<file path="src/rtl/iic_txn_sched_if.sv">
// Requester-side and core-FIFO-side signal bundle for the IIC transaction scheduler.
// The scheduler uses the slave modport; the requesters and the core model use the master modport.
interface iic_txn_sched_if #(
    parameter int NREQ = 4,
    parameter int LENW = 4
);
    logic [NREQ-1:0]      req;
    logic [NREQ*7-1:0]    req_addr;
    logic [NREQ-1:0]      req_rw;
    logic [NREQ*LENW-1:0] req_len;
    logic [NREQ-1:0]      gnt;
    logic [NREQ*8-1:0]    wr_data;
    logic [NREQ-1:0]      wr_valid;
    logic [NREQ-1:0]      wr_ready;
    logic [7:0]           rd_data;
    logic [NREQ-1:0]      rd_valid;
    logic [NREQ-1:0]      done;
    logic                 err;
    logic                 tx_fifo_wr;
    logic [7:0]           tx_fifo_din;
    logic                 tx_fifo_full;
    logic                 tx_fifo_empty;
    logic                 rx_fifo_rd;
    logic [7:0]           rx_fifo_dout;
    logic                 rx_fifo_empty;

    modport slave (
        input  req, req_addr, req_rw, req_len, wr_data, wr_valid,
        input  tx_fifo_full, tx_fifo_empty, rx_fifo_dout, rx_fifo_empty,
        output gnt, wr_ready, rd_data, rd_valid, done, err,
        output tx_fifo_wr, tx_fifo_din, rx_fifo_rd
    );

    modport master (
        output req, req_addr, req_rw, req_len, wr_data, wr_valid,
        output tx_fifo_full, tx_fifo_empty, rx_fifo_dout, rx_fifo_empty,
        input  gnt, wr_ready, rd_data, rd_valid, done, err,
        input  tx_fifo_wr, tx_fifo_din, rx_fifo_rd
    );
endinterface

</file>
<file path="src/rtl/iic_txn_sched.sv">
// Round-robin scheduler sharing one iic_core byte engine between NREQ requesters;
// serialises address byte + payload into the core tx FIFO and returns rx bytes to the winner.
module iic_txn_sched #(
    parameter int NREQ    = 4,
    parameter int LENW    = 4,
    parameter int TIMEOUT = 200000,
    parameter int GAP_CYC = 200
) (
    input  logic            clk,
    input  logic            reset_n,
    iic_txn_sched_if.slave  bus
);
    localparam int IW   = $clog2(NREQ);
    localparam int CMAX = (TIMEOUT > GAP_CYC) ? TIMEOUT : GAP_CYC;
    localparam int CW   = $clog2(CMAX + 1);
    localparam logic [IW:0]   NREQ_W = (IW+1)'(NREQ);
    localparam logic [CW-1:0] T_LAST = CW'(TIMEOUT - 1);
    localparam logic [CW-1:0] G_LAST = CW'(GAP_CYC - 1);

    typedef enum logic [2:0] {
        S_IDLE, S_ADDR, S_WDATA, S_WDRAIN, S_RDATA, S_DONE, S_GAP
    } state_t;

    state_t            state_q, state_d;
    logic [IW-1:0]     rr_q, rr_d, idx_q, idx_d;
    logic [6:0]        addr_q, addr_d;
    logic              rw_q, rw_d, err_q, err_d;
    logic [LENW-1:0]   len_q, len_d, bcnt_q, bcnt_d;
    logic [CW-1:0]     cnt_q, cnt_d;
    logic [7:0]        rd_data_q, rd_data_d;
    logic [NREQ-1:0]   rd_valid_q, rd_valid_d;

    logic [6:0]        addr_a  [NREQ];
    logic [LENW-1:0]   len_a   [NREQ];
    logic [7:0]        wdata_a [NREQ];
    logic [NREQ-1:0]   sel_oh;

    generate
        for (genvar gi = 0; gi < NREQ; gi++) begin : g_slice
            assign addr_a[gi]  = bus.req_addr[7*gi +: 7];
            assign len_a[gi]   = bus.req_len[LENW*gi +: LENW];
            assign wdata_a[gi] = bus.wr_data[8*gi +: 8];
            assign sel_oh[gi]  = (idx_q == IW'(gi));
        end
    endgenerate

    // First pending request at or above the rr pointer, wrapping at NREQ.
    logic          pick_vld;
    logic [IW-1:0] pick_idx;
    logic [IW:0]   cand;
    always_comb begin
        pick_vld = 1'b0;
        pick_idx = '0;
        cand     = '0;
        for (int k = 0; k < NREQ; k++) begin
            cand = {1'b0, rr_q} + (IW+1)'(k);
            if (cand >= NREQ_W) cand = cand - NREQ_W;
            if (!pick_vld && bus.req[cand[IW-1:0]]) begin
                pick_vld = 1'b1;
                pick_idx = cand[IW-1:0];
            end
        end
    end

    logic [IW:0]   rr_inc;
    logic [IW-1:0] rr_next;
    assign rr_inc  = {1'b0, pick_idx} + (IW+1)'(1);
    assign rr_next = (rr_inc == NREQ_W) ? '0 : rr_inc[IW-1:0];

    logic            tx_wr, rx_rd, last_byte, timer_hit;
    logic [7:0]      tx_din;
    logic [NREQ-1:0] wr_rdy;
    assign last_byte = (bcnt_q == len_q - LENW'(1));
    assign timer_hit = (cnt_q == T_LAST);

    always_comb begin
        state_d    = state_q;
        rr_d       = rr_q;
        idx_d      = idx_q;
        addr_d     = addr_q;
        rw_d       = rw_q;
        len_d      = len_q;
        bcnt_d     = bcnt_q;
        cnt_d      = cnt_q;
        err_d      = err_q;
        rd_data_d  = rd_data_q;
        rd_valid_d = '0;
        tx_wr      = 1'b0;
        tx_din     = '0;
        rx_rd      = 1'b0;
        wr_rdy     = '0;
        unique case (state_q)
            S_IDLE: if (pick_vld) begin
                idx_d   = pick_idx;
                addr_d  = addr_a[pick_idx];
                rw_d    = bus.req_rw[pick_idx];
                len_d   = len_a[pick_idx];
                rr_d    = rr_next;
                err_d   = 1'b0;
                state_d = S_ADDR;
            end
            S_ADDR: if (!bus.tx_fifo_full) begin
                tx_wr  = 1'b1;
                tx_din = {addr_q, rw_q};
                bcnt_d = '0;
                cnt_d  = '0;
                if (len_q == '0) state_d = S_WDRAIN;
                else if (rw_q)   state_d = S_RDATA;
                else             state_d = S_WDATA;
            end
            S_WDATA: begin
                wr_rdy = sel_oh & {NREQ{!bus.tx_fifo_full}};
                if (!bus.tx_fifo_full && bus.wr_valid[idx_q]) begin
                    tx_wr  = 1'b1;
                    tx_din = wdata_a[idx_q];
                    bcnt_d = bcnt_q + LENW'(1);
                    if (last_byte) begin
                        cnt_d   = '0;
                        state_d = S_WDRAIN;
                    end
                end
            end
            S_WDRAIN: begin
                if (bus.tx_fifo_empty) begin
                    err_d   = 1'b0;
                    state_d = S_DONE;
                end else if (timer_hit) begin
                    err_d   = 1'b1;
                    state_d = S_DONE;
                end else begin
                    cnt_d = cnt_q + CW'(1);
                end
            end
            S_RDATA: begin
                // A pop is progress, so it wins over a coincident timer expiry.
                if (!bus.rx_fifo_empty) begin
                    rx_rd      = 1'b1;
                    rd_data_d  = bus.rx_fifo_dout;
                    rd_valid_d = sel_oh;
                    bcnt_d     = bcnt_q + LENW'(1);
                    cnt_d      = '0;
                    if (last_byte) begin
                        err_d   = 1'b0;
                        state_d = S_DONE;
                    end
                end else if (timer_hit) begin
                    err_d   = 1'b1;
                    state_d = S_DONE;
                end else begin
                    cnt_d = cnt_q + CW'(1);
                end
            end
            S_DONE: begin
                cnt_d   = '0;
                state_d = S_GAP;
            end
            S_GAP: begin
                if (cnt_q == G_LAST) state_d = S_IDLE;
                else                 cnt_d   = cnt_q + CW'(1);
            end
            default: state_d = S_IDLE;
        endcase
    end

    always_ff @(posedge clk or negedge reset_n) begin
        if (!reset_n) begin
            state_q    <= S_IDLE;
            rr_q       <= '0;
            idx_q      <= '0;
            addr_q     <= '0;
            rw_q       <= 1'b0;
            len_q      <= '0;
            bcnt_q     <= '0;
            cnt_q      <= '0;
            err_q      <= 1'b0;
            rd_data_q  <= '0;
            rd_valid_q <= '0;
        end else begin
            state_q    <= state_d;
            rr_q       <= rr_d;
            idx_q      <= idx_d;
            addr_q     <= addr_d;
            rw_q       <= rw_d;
            len_q      <= len_d;
            bcnt_q     <= bcnt_d;
            cnt_q      <= cnt_d;
            err_q      <= err_d;
            rd_data_q  <= rd_data_d;
            rd_valid_q <= rd_valid_d;
        end
    end

    logic in_txn, in_done;
    assign in_txn  = (state_q == S_ADDR) || (state_q == S_WDATA) || (state_q == S_WDRAIN)
                  || (state_q == S_RDATA) || (state_q == S_DONE);
    assign in_done = (state_q == S_DONE);

    assign bus.gnt         = in_txn  ? sel_oh : '0;
    assign bus.done        = in_done ? sel_oh : '0;
    assign bus.err         = in_done & err_q;
    assign bus.wr_ready    = wr_rdy;
    assign bus.rd_data     = rd_data_q;
    assign bus.rd_valid    = rd_valid_q;
    assign bus.tx_fifo_wr  = tx_wr;
    assign bus.tx_fifo_din = tx_din;
    assign bus.rx_fifo_rd  = rx_rd;
endmodule
</file>
<file path="src/flat_wrapper.sv">
// flat-port wrapper written by rule: the top's interface ports become plain ports
module iic_txn_sched_flat 
#(
    parameter int NREQ    = 4,
    parameter int LENW    = 4,
    parameter int TIMEOUT = 200000,
    parameter int GAP_CYC = 200
)
  (clk, reset_n, bus_req, bus_req_addr, bus_req_rw, bus_req_len, bus_wr_data, bus_wr_valid, bus_tx_fifo_full, bus_tx_fifo_empty, bus_rx_fifo_dout, bus_rx_fifo_empty, bus_gnt, bus_wr_ready, bus_rd_data, bus_rd_valid, bus_done, bus_err, bus_tx_fifo_wr, bus_tx_fifo_din, bus_rx_fifo_rd);
  iic_txn_sched_if #(.NREQ(NREQ), .LENW(LENW)) bus_i ();
  input  logic clk;
  input  logic reset_n;
  input wire logic [$bits(bus_i.req)-1:0] bus_req;
  input wire logic [$bits(bus_i.req_addr)-1:0] bus_req_addr;
  input wire logic [$bits(bus_i.req_rw)-1:0] bus_req_rw;
  input wire logic [$bits(bus_i.req_len)-1:0] bus_req_len;
  input wire logic [$bits(bus_i.wr_data)-1:0] bus_wr_data;
  input wire logic [$bits(bus_i.wr_valid)-1:0] bus_wr_valid;
  input wire logic [$bits(bus_i.tx_fifo_full)-1:0] bus_tx_fifo_full;
  input wire logic [$bits(bus_i.tx_fifo_empty)-1:0] bus_tx_fifo_empty;
  input wire logic [$bits(bus_i.rx_fifo_dout)-1:0] bus_rx_fifo_dout;
  input wire logic [$bits(bus_i.rx_fifo_empty)-1:0] bus_rx_fifo_empty;
  output wire logic [$bits(bus_i.gnt)-1:0] bus_gnt;
  output wire logic [$bits(bus_i.wr_ready)-1:0] bus_wr_ready;
  output wire logic [$bits(bus_i.rd_data)-1:0] bus_rd_data;
  output wire logic [$bits(bus_i.rd_valid)-1:0] bus_rd_valid;
  output wire logic [$bits(bus_i.done)-1:0] bus_done;
  output wire logic [$bits(bus_i.err)-1:0] bus_err;
  output wire logic [$bits(bus_i.tx_fifo_wr)-1:0] bus_tx_fifo_wr;
  output wire logic [$bits(bus_i.tx_fifo_din)-1:0] bus_tx_fifo_din;
  output wire logic [$bits(bus_i.rx_fifo_rd)-1:0] bus_rx_fifo_rd;
  assign bus_i.req = bus_req;
  assign bus_i.req_addr = bus_req_addr;
  assign bus_i.req_rw = bus_req_rw;
  assign bus_i.req_len = bus_req_len;
  assign bus_i.wr_data = bus_wr_data;
  assign bus_i.wr_valid = bus_wr_valid;
  assign bus_i.tx_fifo_full = bus_tx_fifo_full;
  assign bus_i.tx_fifo_empty = bus_tx_fifo_empty;
  assign bus_i.rx_fifo_dout = bus_rx_fifo_dout;
  assign bus_i.rx_fifo_empty = bus_rx_fifo_empty;
  assign bus_gnt = bus_i.gnt;
  assign bus_wr_ready = bus_i.wr_ready;
  assign bus_rd_data = bus_i.rd_data;
  assign bus_rd_valid = bus_i.rd_valid;
  assign bus_done = bus_i.done;
  assign bus_err = bus_i.err;
  assign bus_tx_fifo_wr = bus_i.tx_fifo_wr;
  assign bus_tx_fifo_din = bus_i.tx_fifo_din;
  assign bus_rx_fifo_rd = bus_i.rx_fifo_rd;
  iic_txn_sched #(.NREQ(NREQ), .LENW(LENW), .TIMEOUT(TIMEOUT), .GAP_CYC(GAP_CYC)) u_core (.clk(clk), .reset_n(reset_n), .bus(bus_i));
endmodule
</file>
<file path="config.mk">
export PLATFORM = sky130hd
export DESIGN_NAME = iic_txn_sched_flat
export DESIGN_NICKNAME = d
export VERILOG_FILES = /design/src/rtl/iic_txn_sched_if.sv /design/src/rtl/iic_txn_sched.sv /design/src/flat_wrapper.sv
export SDC_FILE = /design/constraint.sdc
export NUM_CORES = 1
export LEC_CHECK = 0
export CAP_MARGIN = 5
export CORE_ASPECT_RATIO = 2
export CORE_MARGIN = 8
export CORE_UTILIZATION = 41
export DETAILED_ROUTE_END_ITERATION = 16
export PLACE_DENSITY = 0.8
export SYNTH_ARGS = -nofsm -noshare
export SYNTH_HDL_FRONTEND = slang
export SYNTH_SLANG_ARGS = --single-unit
</file>
<file path="constraint.sdc">
create_clock -name clk -period 2 [get_ports clk]
set_input_delay 0.3 -clock clk [delete_from_list [all_inputs] [get_ports clk]]
set_output_delay 0.3 -clock clk [all_outputs]
set_load 0.01 [all_outputs]
</file>
==> impl_metrics.toml <==
[synthesis]
syn-num-nets = 509
synth-edff-count = 0
syn_area_um2 = 3760
yosys_warnings = 0
ys.flop_type = "dfrtp_1"
yosysSeqAreaShare = 0.360
ys_ff_latch = 54
syn_area_per_cell_um2 = 9.28
syn_inst = 405
async_reset_ff_frac = 1.00
synthDistinctLibCells = 57

[power]
clockPowerShare = 0.318
cell_internal_pwr_mw = 2.21
cellPowerDensity_nw_per_um2 = 466
power.switching_mw = 0.761
p_leak_nw = 2.80
pwr-share-comb = 0.288
switching_share = 0.257
max-vdd-ir-drop_mv = 0.436
seqPwrFrac = 0.394

[setup_path]
path_max_fanout = 5
crit_arrival_ps = 2400
end_kind = "flop"
critical_path.startpoint_type = "primary input"
cp.required_ps = 2190
critical_path_class = "primary input to flop"

[floorplanning]
start_util = 0.420
fp.coreArea_um2 = 8950
pin_count = 136
die_x_um = 83.7
placement_rows = 49
die_y_um = 151
fp.dieArea_um2 = 12700

[finish]
drive_gt1_frac = 0.302
area_delta_synth_final_pct = 69.3
fillCellCount = 639
multiInputGateArea_um2 = 2550
nNetsFinal = 715
regArea_um2 = 1350

[drt]
num_vias = 4107
wl_mm = 15.4
postRouteAntennaNets = 0
drcViolationCount = 0
drtIter0Drc = 192
vias_per_cell = 5.74
first_pass_iters = 5
avgRoutedWirePerCell_um = 21.6

[timing]
max_freq_ghz = 0.452
fin_tns_setup_ps = -5140
final-setup-viol-count = 42
setup_ws_ps = -210
relSlewSlack = 0.632
holdWs_ps = 475
rsz0062_at_grt = "yes"
finalMaxSlewViolations = 0
period_share = 1.11
fin_skew_ps = 7.41
fin_crit_ps = 2210
tightest_slew_ps = 552
hold_viol_final = 0

[clocking]
cts_made_buffers = 5
path_clk_slew_ps = 70
cts.path.max_buffers = 2
cts_sinks = 54
htreeDepth = 2
worstSkewPairLatency_ps = 300
cts-root-buf = "clkbuf_16"
cts_tree = "built"

[grt]
antenna_found_initial = 1
grt.total_usage = 0.226
grt_pass1_wl_mm = 22.8
met1_usage = 0.214
gr-usage-met3 = 0.0318
grt_max_degree = 25
gr-max-usage-layer = "met2"
first_global_vias = 4278
gr-usage-met2 = 0.456
overflow = 0

[flow_run]
maxCapViolations = 0

[placed_design]
gp_congestion = 0.959
hpwl_mm = 11.4
port_buffers = 135

[outcome]
violations = "setup timing"
status = "finished, violations left"

[hold_path]
hold_class = "flop to flop"
[worst paths after layout]
path | cells past startpoint | from | end | slack [ps]
worst max-delay path | 9 | bus_wr_valid[3] | u_core.cnt_q[4]$_DFFE_PN0P_ | -210
min in group asynchronous | 2 | reset_n | u_core.cnt_q[10]$_DFFE_PN0P_ | 510
worst min-delay path | 2 | u_core.bus.rd_data[2]$_DFFE_PN0P_ | u_core.bus.rd_data[2]$_DFFE_PN0P_ | 470
worst min register to register | 2 | u_core.bus.rd_data[2]$_DFFE_PN0P_ | u_core.bus.rd_data[2]$_DFFE_PN0P_ | 470
max in group asynchronous | 3 | reset_n | u_core.state_q[1]$_DFFE_PN0P_ | 920
worst max register to register | 8 | u_core.idx_q[0]$_DFFE_PN0P_ | u_core.cnt_q[4]$_DFFE_PN0P_ | -210
[power groups by stage]
stage | Clock [mW] | Combinational, mW | Sequential [mW]
2_1_floorplan | 0 | 0.314 | 1.17
3_3_place_gp | 0 | 0.659 | 1.18
3_5_place_dp | 0 | 0.676 | 1.19
4_1_cts | 0.944 | 0.773 | 1.17
5_1_grt | 0.987 | 0.905 | 1.17
6_report | 0.944 | 0.855 | 1.17
[critical path: stages]
cell and delay [ps]:
clkdlybuf4s50_1 450, mux4_2 590, buf_6 170, buf_6 110, a31o_4 230, and3_4 200, buf_6 140, a31oi_1 150
a21oi_1 50
[synth_stat cells, drive strengths merged, types with 3 or more instances]
cell type / count / area share
nand2: 56 / 0.057
dfrtp: 54 / 0.36
mux2i: 38 / 0.10
nor2: 33 / 0.034
a21oi: 28 / 0.038
o21ai: 24 / 0.032
buf: 15 / 0.026
mux2: 14 / 0.042
nor3: 12 / 0.017
inv: 10 / 0.010
a32o: 9 / 0.024
mux4: 9 / 0.054
and2: 8 / 0.013
nand3: 8 / 0.012
nand2b: 7 / 0.012
a31oi: 6 / 0.010
clkbuf: 6 / 0.0060
o31ai: 6 / 0.012
xnor2: 6 / 0.014
and3: 5 / 0.0097
nor4: 5 / 0.012
nand4: 4 / 0.0067
nor2b: 4 / 0.0067
or2: 4 / 0.0067
a311oi: 3 / 0.0070
ha: 3 / 0.010
o22ai: 3 / 0.0050
[registers in the layout, summed over array words and instances, names as in the netlist]
| register | count |
|---|---|
| u_core.len_q | 4 |
| u_core.rr_q | 2 |
| u_core.err_q | 1 |
| u_core.idx_q | 2 |
| u_core.addr_q | 7 |
| u_core.bus.rd_data | 8 |
| u_core.state_q | 3 |
| u_core.rw_q | 1 |
| u_core.bcnt_q | 4 |
| u_core.bus.rd_valid | 4 |
| u_core.cnt_q | 18 |
[cell type report]
cell class,instances,share of cell area
well taps,102,0.0201
flip-flops and latches,54,0.213
diodes,1,0.000393
clock inverters,1,0.00138
clock buffers,7,0.0240
multi-input cells,320,0.402
inverters,10,0.00590
repair buffers,220,0.334
[logic make-up (layout without fill, tap and decap cells)]
group / after synthesis / in the layout / share of synthesized area
and+or+nand+nor: 155 / 155 / 0.206
AOI/OAI and AO/OA: 92 / 92 / 0.161
muxes: 61 / 61 / 0.197
DFF: 54 / 54 / 0.360
buffers and inverters: 31 / 238 / 0.0416
xor gates and xnor gates: 9 / 9 / 0.0250
adders and majority gates: 3 / 3 / 0.00999
other: 0 / 1 / 0
[cells in the final DEF, fill, tap and decap left out, types with 4 or more instances in the layout]
| master | count |
|---|---|
| a32o_1 | 9 |
| nor2_1 | 31 |
| and2_1 | 7 |
| a21oi_2 | 8 |
| buf_6 | 10 |
| nor3_1 | 11 |
| o21ai_1 | 5 |
| o21ai_2 | 4 |
| xnor2_1 | 5 |
| a31oi_1 | 6 |
| nand4_1 | 4 |
| clkdlybuf4s50_1 | 109 |
| dfrtp_1 | 52 |
| nor4_1 | 4 |
| nand2_1 | 53 |
| o31ai_4 | 4 |
| mux2_2 | 7 |
| mux2i_1 | 35 |
| buf_4 | 63 |
| nand3_1 | 5 |
| mux2_4 | 7 |
| dlygate4sd2_1 | 10 |
| mux4_2 | 9 |
| buf_2 | 10 |
| a21oi_1 | 20 |
| o21ai_0 | 15 |
| buf_12 | 6 |
| clkbuf_16 | 7 |
| inv_1 | 7 |
| nand2b_1 | 6 |
[metal layers]
metal,vias to the layer above,wire (um)
met5,-,0
li1,1897,-
met1,2008,5360
met4,0,603
met3,46,549
met2,156,8940
[per-stage QoR]
stage	std cells	util	total power, mW	instance area, um^2	setup WS [ps]
floorplan	405	-	1.49	3760	0.288
global placement	686	0.636	1.84	5690	-435
detailed placement	686	0.636	1.86	5690	-449
CTS	707	0.686	2.88	6140	-166
global route	715	0.711	3.06	6360	-281
finish	715	0.711	2.97	6360	-210
[repair_timing]
| action | CTS | global route |
|---|---|---|
| gates cloned | 3 | 2 |
| gates resized for setup | 111 | 35 |
| hold endpoints to repair | 20 | 0 |
| endpoints found under the setup margin | 48 | 50 |
| setup buffers | 9 | 6 |
| pin swaps | 25 | 12 |
| hold buffers | 1 | 0 |
No activity file was read; power rests on OpenSTA's default activity.
